### src/rtl/alu_seq_pkg.sv
// ============================================================================
// alu_seq_pkg : opcodes, FSM state encoding and helpers shared by alu_seq.
// Revision    : 1.0
// ============================================================================
`default_nettype none

package alu_seq_pkg;

   localparam logic [3:0] OP_ADD  = 4'b0000;
   localparam logic [3:0] OP_SUB  = 4'b0100;
   localparam logic [3:0] OP_AND  = 4'b0001;
   localparam logic [3:0] OP_OR   = 4'b0101;
   localparam logic [3:0] OP_XOR  = 4'b0010;
   localparam logic [3:0] OP_LUI  = 4'b0110;
   localparam logic [3:0] OP_SLL  = 4'b0011;
   localparam logic [3:0] OP_SRL  = 4'b0111;
   localparam logic [3:0] OP_SRA  = 4'b1011;
   localparam logic [3:0] OP_SLT  = 4'b1100;
   localparam logic [3:0] OP_MULU = 4'b1000;
   localparam logic [3:0] OP_DIVU = 4'b1001;
   localparam logic [3:0] OP_REMU = 4'b1010;

   // Iterative-unit mode matches optr[1:0] of the MULU/DIVU/REMU opcodes.
   localparam logic [1:0] MD_MUL = 2'b00;
   localparam logic [1:0] MD_DIV = 2'b01;
   localparam logic [1:0] MD_REM = 2'b10;

   typedef enum logic [1:0] {
      ST_IDLE = 2'd0,
      ST_BUSY = 2'd1,
      ST_DONE = 2'd2
   } state_t;

   function automatic logic is_multicycle(input logic [3:0] optr);
      return (optr == OP_MULU) || (optr == OP_DIVU) || (optr == OP_REMU);
   endfunction

endpackage

`default_nettype wire

### src/rtl/alu_muldiv_iter.sv
// ============================================================================
// alu_muldiv_iter : one-bit-per-cycle unsigned shift-add multiply and
//                   restoring divide/remainder; done/result are combinational
//                   on the final iteration so the caller can register them.
// Revision        : 1.0
// ============================================================================
`default_nettype none

module alu_muldiv_iter
   import alu_seq_pkg::*;
#(
   parameter int WIDTH = 32
) (
   input  logic             clk,
   input  logic             rst_n,
   input  logic             start,
   input  logic [WIDTH-1:0] a,
   input  logic [WIDTH-1:0] b,
   input  logic [1:0]       mode,
   output logic             done,
   output logic [WIDTH-1:0] result
);

   localparam int CNT_W = $clog2(WIDTH) + 1;

   logic [WIDTH-1:0] acc_q, acc_d;
   logic [WIDTH-1:0] mq_q, mq_d;
   logic [WIDTH-1:0] md_q, md_d;
   logic [CNT_W-1:0] cnt_q, cnt_d;
   logic             busy_q, busy_d;
   logic [1:0]       mode_q, mode_d;
   logic [WIDTH:0]   rem_sh;
   logic [WIDTH:0]   rem_diff;

   always_comb begin
      acc_d    = acc_q;
      mq_d     = mq_q;
      md_d     = md_q;
      cnt_d    = cnt_q;
      busy_d   = busy_q;
      mode_d   = mode_q;
      rem_sh   = {acc_q, mq_q[WIDTH-1]};
      rem_diff = rem_sh - {1'b0, md_q};
      if (start) begin
         acc_d  = '0;
         mq_d   = a;
         md_d   = b;
         mode_d = mode;
         cnt_d  = CNT_W'(WIDTH);
         busy_d = 1'b1;
      end else if (busy_q) begin
         cnt_d = cnt_q - 1'b1;
         if (cnt_q == CNT_W'(1)) busy_d = 1'b0;
         if (mode_q == MD_MUL) begin
            acc_d = acc_q + (mq_q[0] ? md_q : '0);
            md_d  = md_q << 1;
            mq_d  = mq_q >> 1;
         // Bit WIDTH of the difference is the borrow: set means "restore".
         end else if (!rem_diff[WIDTH]) begin
            acc_d = rem_diff[WIDTH-1:0];
            mq_d  = {mq_q[WIDTH-2:0], 1'b1};
         end else begin
            acc_d = rem_sh[WIDTH-1:0];
            mq_d  = {mq_q[WIDTH-2:0], 1'b0};
         end
      end
   end

   assign done   = busy_q && (cnt_q == CNT_W'(1));
   assign result = (mode_q == MD_DIV) ? mq_d : acc_d;

   always_ff @(posedge clk or negedge rst_n) begin
      if (!rst_n) begin
         acc_q  <= '0;
         mq_q   <= '0;
         md_q   <= '0;
         cnt_q  <= '0;
         busy_q <= 1'b0;
         mode_q <= MD_MUL;
      end else begin
         acc_q  <= acc_d;
         mq_q   <= mq_d;
         md_q   <= md_d;
         cnt_q  <= cnt_d;
         busy_q <= busy_d;
         mode_q <= mode_d;
      end
   end

endmodule

`default_nettype wire

### src/rtl/alu_seq.sv
// ============================================================================
// alu_seq : handshaked, registered ALU with optional iterative MULU/DIVU/REMU
//           (enabled by defining ALU_SEQ_MULDIV_EN).
// Revision: 1.0
// ============================================================================
`default_nettype none

module alu_seq
   import alu_seq_pkg::*;
#(
   parameter int WIDTH = 32
) (
   input  logic             clk,
   input  logic             rst_n,
   input  logic             in_valid,
   output logic             in_ready,
   input  logic [WIDTH-1:0] a,
   input  logic [WIDTH-1:0] b,
   input  logic [3:0]       optr,
   output logic             out_valid,
   input  logic             out_ready,
   output logic [WIDTH-1:0] ret,
   output logic             zero,
   output logic             ovf,
   output logic             err
);

   localparam int CNT_W = $clog2(WIDTH) + 1;

   state_t           state_q, state_d;
   logic [WIDTH-1:0] ret_q, ret_d;
   logic             zero_q, zero_d;
   logic             ovf_q, ovf_d;
   logic             err_q, err_d;

   logic [WIDTH-1:0] alu_ret;
   logic             alu_ovf;
   logic             alu_err;
   logic [WIDTH-1:0] sum;
   logic [WIDTH-1:0] dif;
   logic [CNT_W-2:0] sh;
   logic             md_done;
   logic [WIDTH-1:0] md_result;

   assign sum = a + b;
   assign dif = a - b;
   assign sh  = b[CNT_W-2:0];

   always_comb begin
      alu_ret = '0;
      alu_ovf = 1'b0;
      alu_err = 1'b0;
      case (optr)
         OP_ADD: begin
            alu_ret = sum;
            alu_ovf = (a[WIDTH-1] == b[WIDTH-1]) && (sum[WIDTH-1] != a[WIDTH-1]);
         end
         OP_SUB: begin
            alu_ret = dif;
            alu_ovf = (a[WIDTH-1] != b[WIDTH-1]) && (dif[WIDTH-1] != a[WIDTH-1]);
         end
         OP_AND:  alu_ret = a & b;
         OP_OR:   alu_ret = a | b;
         OP_XOR:  alu_ret = a ^ b;
         OP_LUI:  alu_ret = {b[WIDTH/2-1:0], {(WIDTH/2){1'b0}}};
         OP_SLL:  alu_ret = a << sh;
         OP_SRL:  alu_ret = a >> sh;
         OP_SRA:  alu_ret = $unsigned($signed(a) >>> sh);
         OP_SLT:  alu_ret = {{(WIDTH-1){1'b0}}, ($signed(a) < $signed(b))};
         // MULU/DIVU/REMU land here when the iterative unit is absent.
         default: alu_err = 1'b1;
      endcase
   end

`ifdef ALU_SEQ_MULDIV_EN
   logic md_start;
   assign md_start = in_valid && in_ready && is_multicycle(optr);

   alu_muldiv_iter #(
      .WIDTH (WIDTH)
   ) u_iter (
      .clk    (clk),
      .rst_n  (rst_n),
      .start  (md_start),
      .a      (a),
      .b      (b),
      .mode   (optr[1:0]),
      .done   (md_done),
      .result (md_result)
   );
`else
   assign md_done   = 1'b0;
   assign md_result = '0;
`endif

   always_comb begin
      state_d = state_q;
      ret_d   = ret_q;
      zero_d  = zero_q;
      ovf_d   = ovf_q;
      err_d   = err_q;
      case (state_q)
         ST_IDLE: begin
            if (in_valid) begin
`ifdef ALU_SEQ_MULDIV_EN
               if (is_multicycle(optr)) begin
                  state_d = ST_BUSY;
               end else
`endif
               begin
                  state_d = ST_DONE;
                  ret_d   = alu_ret;
                  zero_d  = (alu_ret == '0);
                  ovf_d   = alu_ovf;
                  err_d   = alu_err;
               end
            end
         end
         ST_BUSY: begin
            if (md_done) begin
               state_d = ST_DONE;
               ret_d   = md_result;
               zero_d  = (md_result == '0);
               ovf_d   = 1'b0;
               err_d   = 1'b0;
            end
         end
         ST_DONE: begin
            if (out_ready) state_d = ST_IDLE;
         end
         default: state_d = ST_IDLE;
      endcase
   end

   always_ff @(posedge clk or negedge rst_n) begin
      if (!rst_n) begin
         state_q <= ST_IDLE;
         ret_q   <= '0;
         zero_q  <= 1'b0;
         ovf_q   <= 1'b0;
         err_q   <= 1'b0;
      end else begin
         state_q <= state_d;
         ret_q   <= ret_d;
         zero_q  <= zero_d;
         ovf_q   <= ovf_d;
         err_q   <= err_d;
      end
   end

   assign in_ready  = (state_q == ST_IDLE);
   assign out_valid = (state_q == ST_DONE);
   assign ret       = ret_q;
   assign zero      = zero_q;
   assign ovf       = ovf_q;
   assign err       = err_q;

endmodule

`default_nettype wire
### config.mk
export PLATFORM = sky130hd
export DESIGN_NAME = alu_seq
export DESIGN_NICKNAME = d
export VERILOG_FILES = /design/src/rtl/alu_seq_pkg.sv /design/src/rtl/alu_muldiv_iter.sv /design/src/rtl/alu_seq.sv
export SDC_FILE = /design/constraint.sdc
export NUM_CORES = 1
export LEC_CHECK = 0
export BUFFER_PORTS_ARGS = -buffer_cell sky130_fd_sc_hd__buf_4
export CORE_UTILIZATION = 55
export CTS_CLUSTER_DIAMETER = 80
export DETAILED_ROUTE_END_ITERATION = 8
export PLACE_DENSITY = 0.78
export SKIP_LAST_GASP = 1
export SYNTH_ARGS = -nofsm -noshare
export SYNTH_HDL_FRONTEND = slang
export SYNTH_SLANG_ARGS = --single-unit
export TNS_END_PERCENT = 20
### constraint.sdc
create_clock -name clk -period 3.86 [get_ports clk]
set_input_delay 0.193 -clock clk [delete_from_list [all_inputs] [get_ports clk]]
set_output_delay 0.193 -clock clk [all_outputs]
set_load 0.02 [all_outputs]
# After elaboration in Yosys (flattened, before gate mapping)
# Cells that the tools add are included.
# Widths: inputs -> output; s select.
# word_totals
regBits	37
latchBits	0
ram_bits	0
mem_bits_ro	0
out_inout_bits	37
word_cells	46
memories	0
# op_classes
add_sub_neg	2
mul	0
n_div	0
order_cmp	1
n_eq_ne	17
shift	3
muxes	6
n_bitwise	4
n_reduce_logical	8
# ops
op	n
$pmux 32 s10	1
$add 32x32->32	1
$and 32x32->32	1
$logic_not 32->1	1
$lt 32x32->1	1
$or 32x32->32	1
$shl 32x5->32	1
$shr 32x5->32	1
$sshr 32x5->32	1
$sub 32x32->32	1
$xor 32x32->32	1
$eq 4x3->1 const B	4
$reduce_or 10->1	1
$eq 4x2->1 const B	2
$eq 4x4->1 const B	2
$pmux 2 s3	1
$eq 4x1->1 const B	1
$logic_not 4->1	1
$mux 2	2
$ne 1x1->1	3
$reduce_and 3->1	1
$eq 2x1->1 const B	1
$eq 2x2->1 const B	1
$logic_and 1x1->1	2
8 further kinds	8

# Logic depth before layout (Yosys ltp)
# logic_depth
ltp_word	4
mapped_depth	18
depth_no_buf	15

# Worst setup path after synthesis
# No wires, ideal clock.
# synth_path
path_kind	input-to-reg
startpoint	input port b[2]
endpoint	register zero_q (netlist: zero)
setup_time_ps	104
t_arrival_ps	4433
required_ps	3756
slack_ps	-677
stages	18
cell_sequence	clkbuf_1 buf_2 inv_1 clkbuf_1 clkbuf_1 ha_1 buf_6 nand2b_4 a2111o_1 a2111oi_4 o31a_2 o22ai_2 a221o_1 a211o_1 nor4_1 nand4_1 nand4bb_1 o41ai_2
# synth_between
elab_chain_len	3
elab_cells_between_ends	11
# synth_lines
element	line	rtl
start: declaration	alu_seq.sv:18	input logic [WIDTH-1:0] b,
$sub 32x32->32, or another cell as far along	alu_seq.sv:46	assign dif = a - b;
$pmux 32 s10 (*)	alu_seq.sv:53	case (optr)
$logic_not 32->1 (*)	alu_seq.sv:113	zero_d = (alu_ret == '0);
end signal: assignment	alu_seq.sv:145	zero_q <= zero_d;
end: declaration	alu_seq.sv:32	logic zero_q, zero_d;
# Mark *: on every way between the ends. The rest lies on a longest branch, timed or not.
# A chain may end at the register's enable or synchronous reset.

# Worst setup path after layout
# layout_path
startpoint	input port a[0]
endpoint	register zero_q (netlist: zero)
# layout_between
elab_chain_len	3
elab_cells_between_ends	11
# layout_lines
element	line	rtl
start: declaration	alu_seq.sv:17	input logic [WIDTH-1:0] a,
$sub 32x32->32, or another cell as far along	alu_seq.sv:46	
$pmux 32 s10 (*)	alu_seq.sv:53	
$logic_not 32->1 (*)	alu_seq.sv:113	
# Marks and branches as above.

==> impl_metrics.ini <==
[run_status]
status = complete, no violations

[floorplan]
die_h_microns = 149
initial_utilization = 0.562
std_cell_rows = 53
dieArea_sq_mm = 0.0221
pin_count = 109
die_w_microns = 149
core_area_sq_mm = 0.0210

[drt]
viasPerCell = 7.42
vias = 15100
ant_nets = 0
firstDrtPassIters = 6
drc_errors = 0
drtIter0Drc = 2367
routed_wl_microns = 57300
wl_per_cell_microns = 28.1

[synthesis]
postSynthNetCount = 1790
ys_seq_area_frac = 0.0762
yosys_warnings = 0
synth_cells = 1619
synth_edf_count = 0
synth_area_leaders = mux4_2 (13%), ha_1 (10%), dfrtp_1 (7.6%)
synth_top_cell_area_share = 0.131
yosys.area.top_type = mux4_2
synth_seq_cells = 36
synth_cell_types = 86
synthFlopType = dfrtp_1
synth_area_sq_mm = 0.0118
async_flop_share = 1.00
syn_avg_cell_area_sq_um = 7.30

[pwr]
power.density_mw_per_mm2 = 228
irDropWorstVdd_v = 0.000198
power.leakage_nw = 6.08

[grt]
grt_pass1_vias = 14000
grt_overflow = 0
grtUsageTotal = 0.513
antenna_found_initial = 4
grt_pass1_wl_microns = 85600
grt_max_degree = 72

[flow_run]
drv_cap = 0

[placement]
dp_hpwl_microns = 44500
io_buffers = 108
dp.cells = 2025
gp_congestion = 1.08

[sta]
tns_ns = 0
finalCritPeriodShare = 0.983
final-hold-violation-count = 0
maxClockFrequency_ghz = 0.263
final-setup-viol-count = 0
worst-slew-pin-transition_ns = 1.09
clock_skew_ns = 0.00271
max_slew_margin = 0.266
min_period_ns = 3.80
slew_violations = 0

[worst_setup_path]
rrSetupSlack_ns = 0.87
reg2reg_depth = 12
timing.critical_path.from_type = input pin
critPathArrivalTime_ns = 3.98
r2r_start = state_q[1]
required_ns = 4.05
crit_fanout = 5
end_kind = flop
r2r_end = zero
crit_type = input pin to flop

[hold_path]
whs_endpoint = state_q[1]
worstHoldPathCells = 2
min_path_type = input pin to flop
hp-start = out_ready

[layout]
drive_gt1_frac = 0.243
final_util = 0.667
nNetsFinal = 1930
syn_to_final_growth_pct = 18.5
instances_no_fill = 2038

[cts]
htreeDepth = 2
cts_tree = yes
clock_sinks = 36
clk_path_buf_depth = 2
cts_root_buf = clkbuf_16
cts.clk_slew.worst_paths_ns = 0.06
clkLatencyLatePin_ns = 0.29
cts_made_buffers = 5
## layer usage
layer,global-route usage,share of wire,up-vias
li1,-,-,6404
met1,0.664,0.37,7038
met2,0.756,0.42,1377
met3,0.175,0.15,298
met4,0.255,0.064,2
met5,0,0.00024,-
## area by class of cell
| type | instances | area, sq um |
|---|---|---|
| fillers | 1859 | 7010 |
| inverters | 98 | 368 |
| diodes | 3 | 7.51 |
| clock buffers | 5 | 125 |
| flip-flops and latches | 36 | 901 |
| well taps | 275 | 344 |
| clock inverters | 3 | 42.5 |
| repair buffers | 287 | 2230 |
| multi-input cells | 1331 | 9990 |
## worst max path at each step
stage	startpoint	to	slack [ns]	cells after the start
6_report	a[0]	zero	0.06	16
5_1_grt	b[0]	zero	-0.03	15
4_1_cts	a[0]	zero	0.17	18
3_5_place_dp	a[0]	zero	-0.05	16
3_3_place_gp	a[0]	zero	0.06	16
2_1_floorplan	b[2]	zero	0.005	18
## cells in the final DEF (no fill, tap or decap), types with 8 or more instances in the layout
cell       Yosys  layout
a2111oi_0      9       9
a211o_1       12      12
a211oi_1      30      30
a21o_1        14      14
a21oi_1      115     115
a221o_1        8       8
a221oi_1      18      18
a22oi_1       22      22
a31oi_1       18      18
a32oi_1        8       8
and3_1         8       8
buf_4          0     280
dfrtp_1       36      36
ha_1          97      97
inv_1         94      93
mux2_2        28      28
mux2i_1       46      45
mux4_2        69      69
nand2_1      168     168
nand2b_1      18      18
nand3_1       35      35
nand4_1       18      18
nor2_1       142     142
nor2b_1       20      20
nor3_1        31      31
nor4_1        14      12
o2111ai_1      8       8
o211ai_1      31      31
o21a_1        11      11
o21ai_0      131     131
o21bai_1       9       9
o221ai_1       8       8
o22ai_1       25      25
o31ai_1       20      20
or2_2          9       9
xnor2_1       13      13
## cell families after synthesis
logic type	Yosys count	synth area share
AOI/OAI and AO/OA	565	0.323
and+or+nand+nor	509	0.204
buffers and inverters	252	0.0826
muxes	143	0.197
adders and majority gates	99	0.106
DFF	36	0.0762
xor gates and xnor gates	15	0.0111
## report_power, final
group / switching [mW] / internal [mW] / total [mW] / leakage, nW
logic: 1.33 / 0.875 / 2.21 / 5.54
clock network: 0.176 / 0.304 / 0.480 / 0.0798
registers: 0.0449 / 0.459 / 0.504 / 0.459
## metrics by stage
step | cell area (sq um) | hold slack, ns | setup WS [ns] | power [mW]
after CTS | 14000 | 0.0958 | 0.174 | 3.10
after global placement | 13800 | 0.160 | 0.0576 | 2.58
after floorplan | 11900 | -0.103 | 0.00469 | 1.76
after global routing | 14000 | 0.0878 | -0.0341 | 3.32
after detailed placement | 13800 | 0.177 | -0.0494 | 2.61
final | 14000 | 0.0978 | 0.0643 | 3.19
## Yosys cell counts (8+ instances only)
master / count
a221oi_1: 18
ha_1: 97
nor2_1: 142
a221o_1: 8
a31oi_1: 18
dfrtp_1: 36
nand4_1: 18
o21ai_0: 131
nor2b_1: 20
a2111oi_0: 9
a22oi_1: 22
a211o_1: 12
mux4_2: 69
nand2b_1: 18
o31ai_1: 20
buf_1: 13
nor3_1: 31
o22ai_1: 25
and3_1: 8
xnor2_1: 13
nor3b_1: 8
inv_1: 94
clkbuf_1: 121
o211ai_1: 31
a211oi_1: 30
a21o_1: 14
nor4_1: 14
nand2_1: 168
or2_2: 9
a32oi_1: 8
nand3_1: 35
o2111ai_1: 8
mux2_2: 28
buf_2: 19
a21oi_1: 115
o221ai_1: 8
mux2i_1: 46
o21a_1: 11
o21bai_1: 9
## sequential cells by signal (all words and copies together) (netlist names)
name,flops
err,1
ovf,1
ret,32
state_q,1
zero,1
## critical path: stages
cell       delay, ns
buf_4           0.11
inv_1           0.07
ha_1            0.21
inv_1           0.08
fa_1            0.23
nand2b_4        0.08
a2111o_1        0.46
a2111oi_4       0.51
buf_4           0.21
nor2_1          0.04
o21ai_0         0.39
a311oi_1        0.19
or4_1           0.46
a41oi_1         0.29
nand4b_1        0.16
o41ai_2         0.30
## what timing repair did
| item | in CTS | in global routing |
|---|---|---|
| buffers inserted | 0 | 1 |
| gates resized for setup | 0 | 3 |
| endpoints found under the setup margin | 0 | 1 |
| endpoints found under the hold margin | 36 | 0 |
| hold buffers | 1 | 0 |
Power figures use the tool's default switching activity.
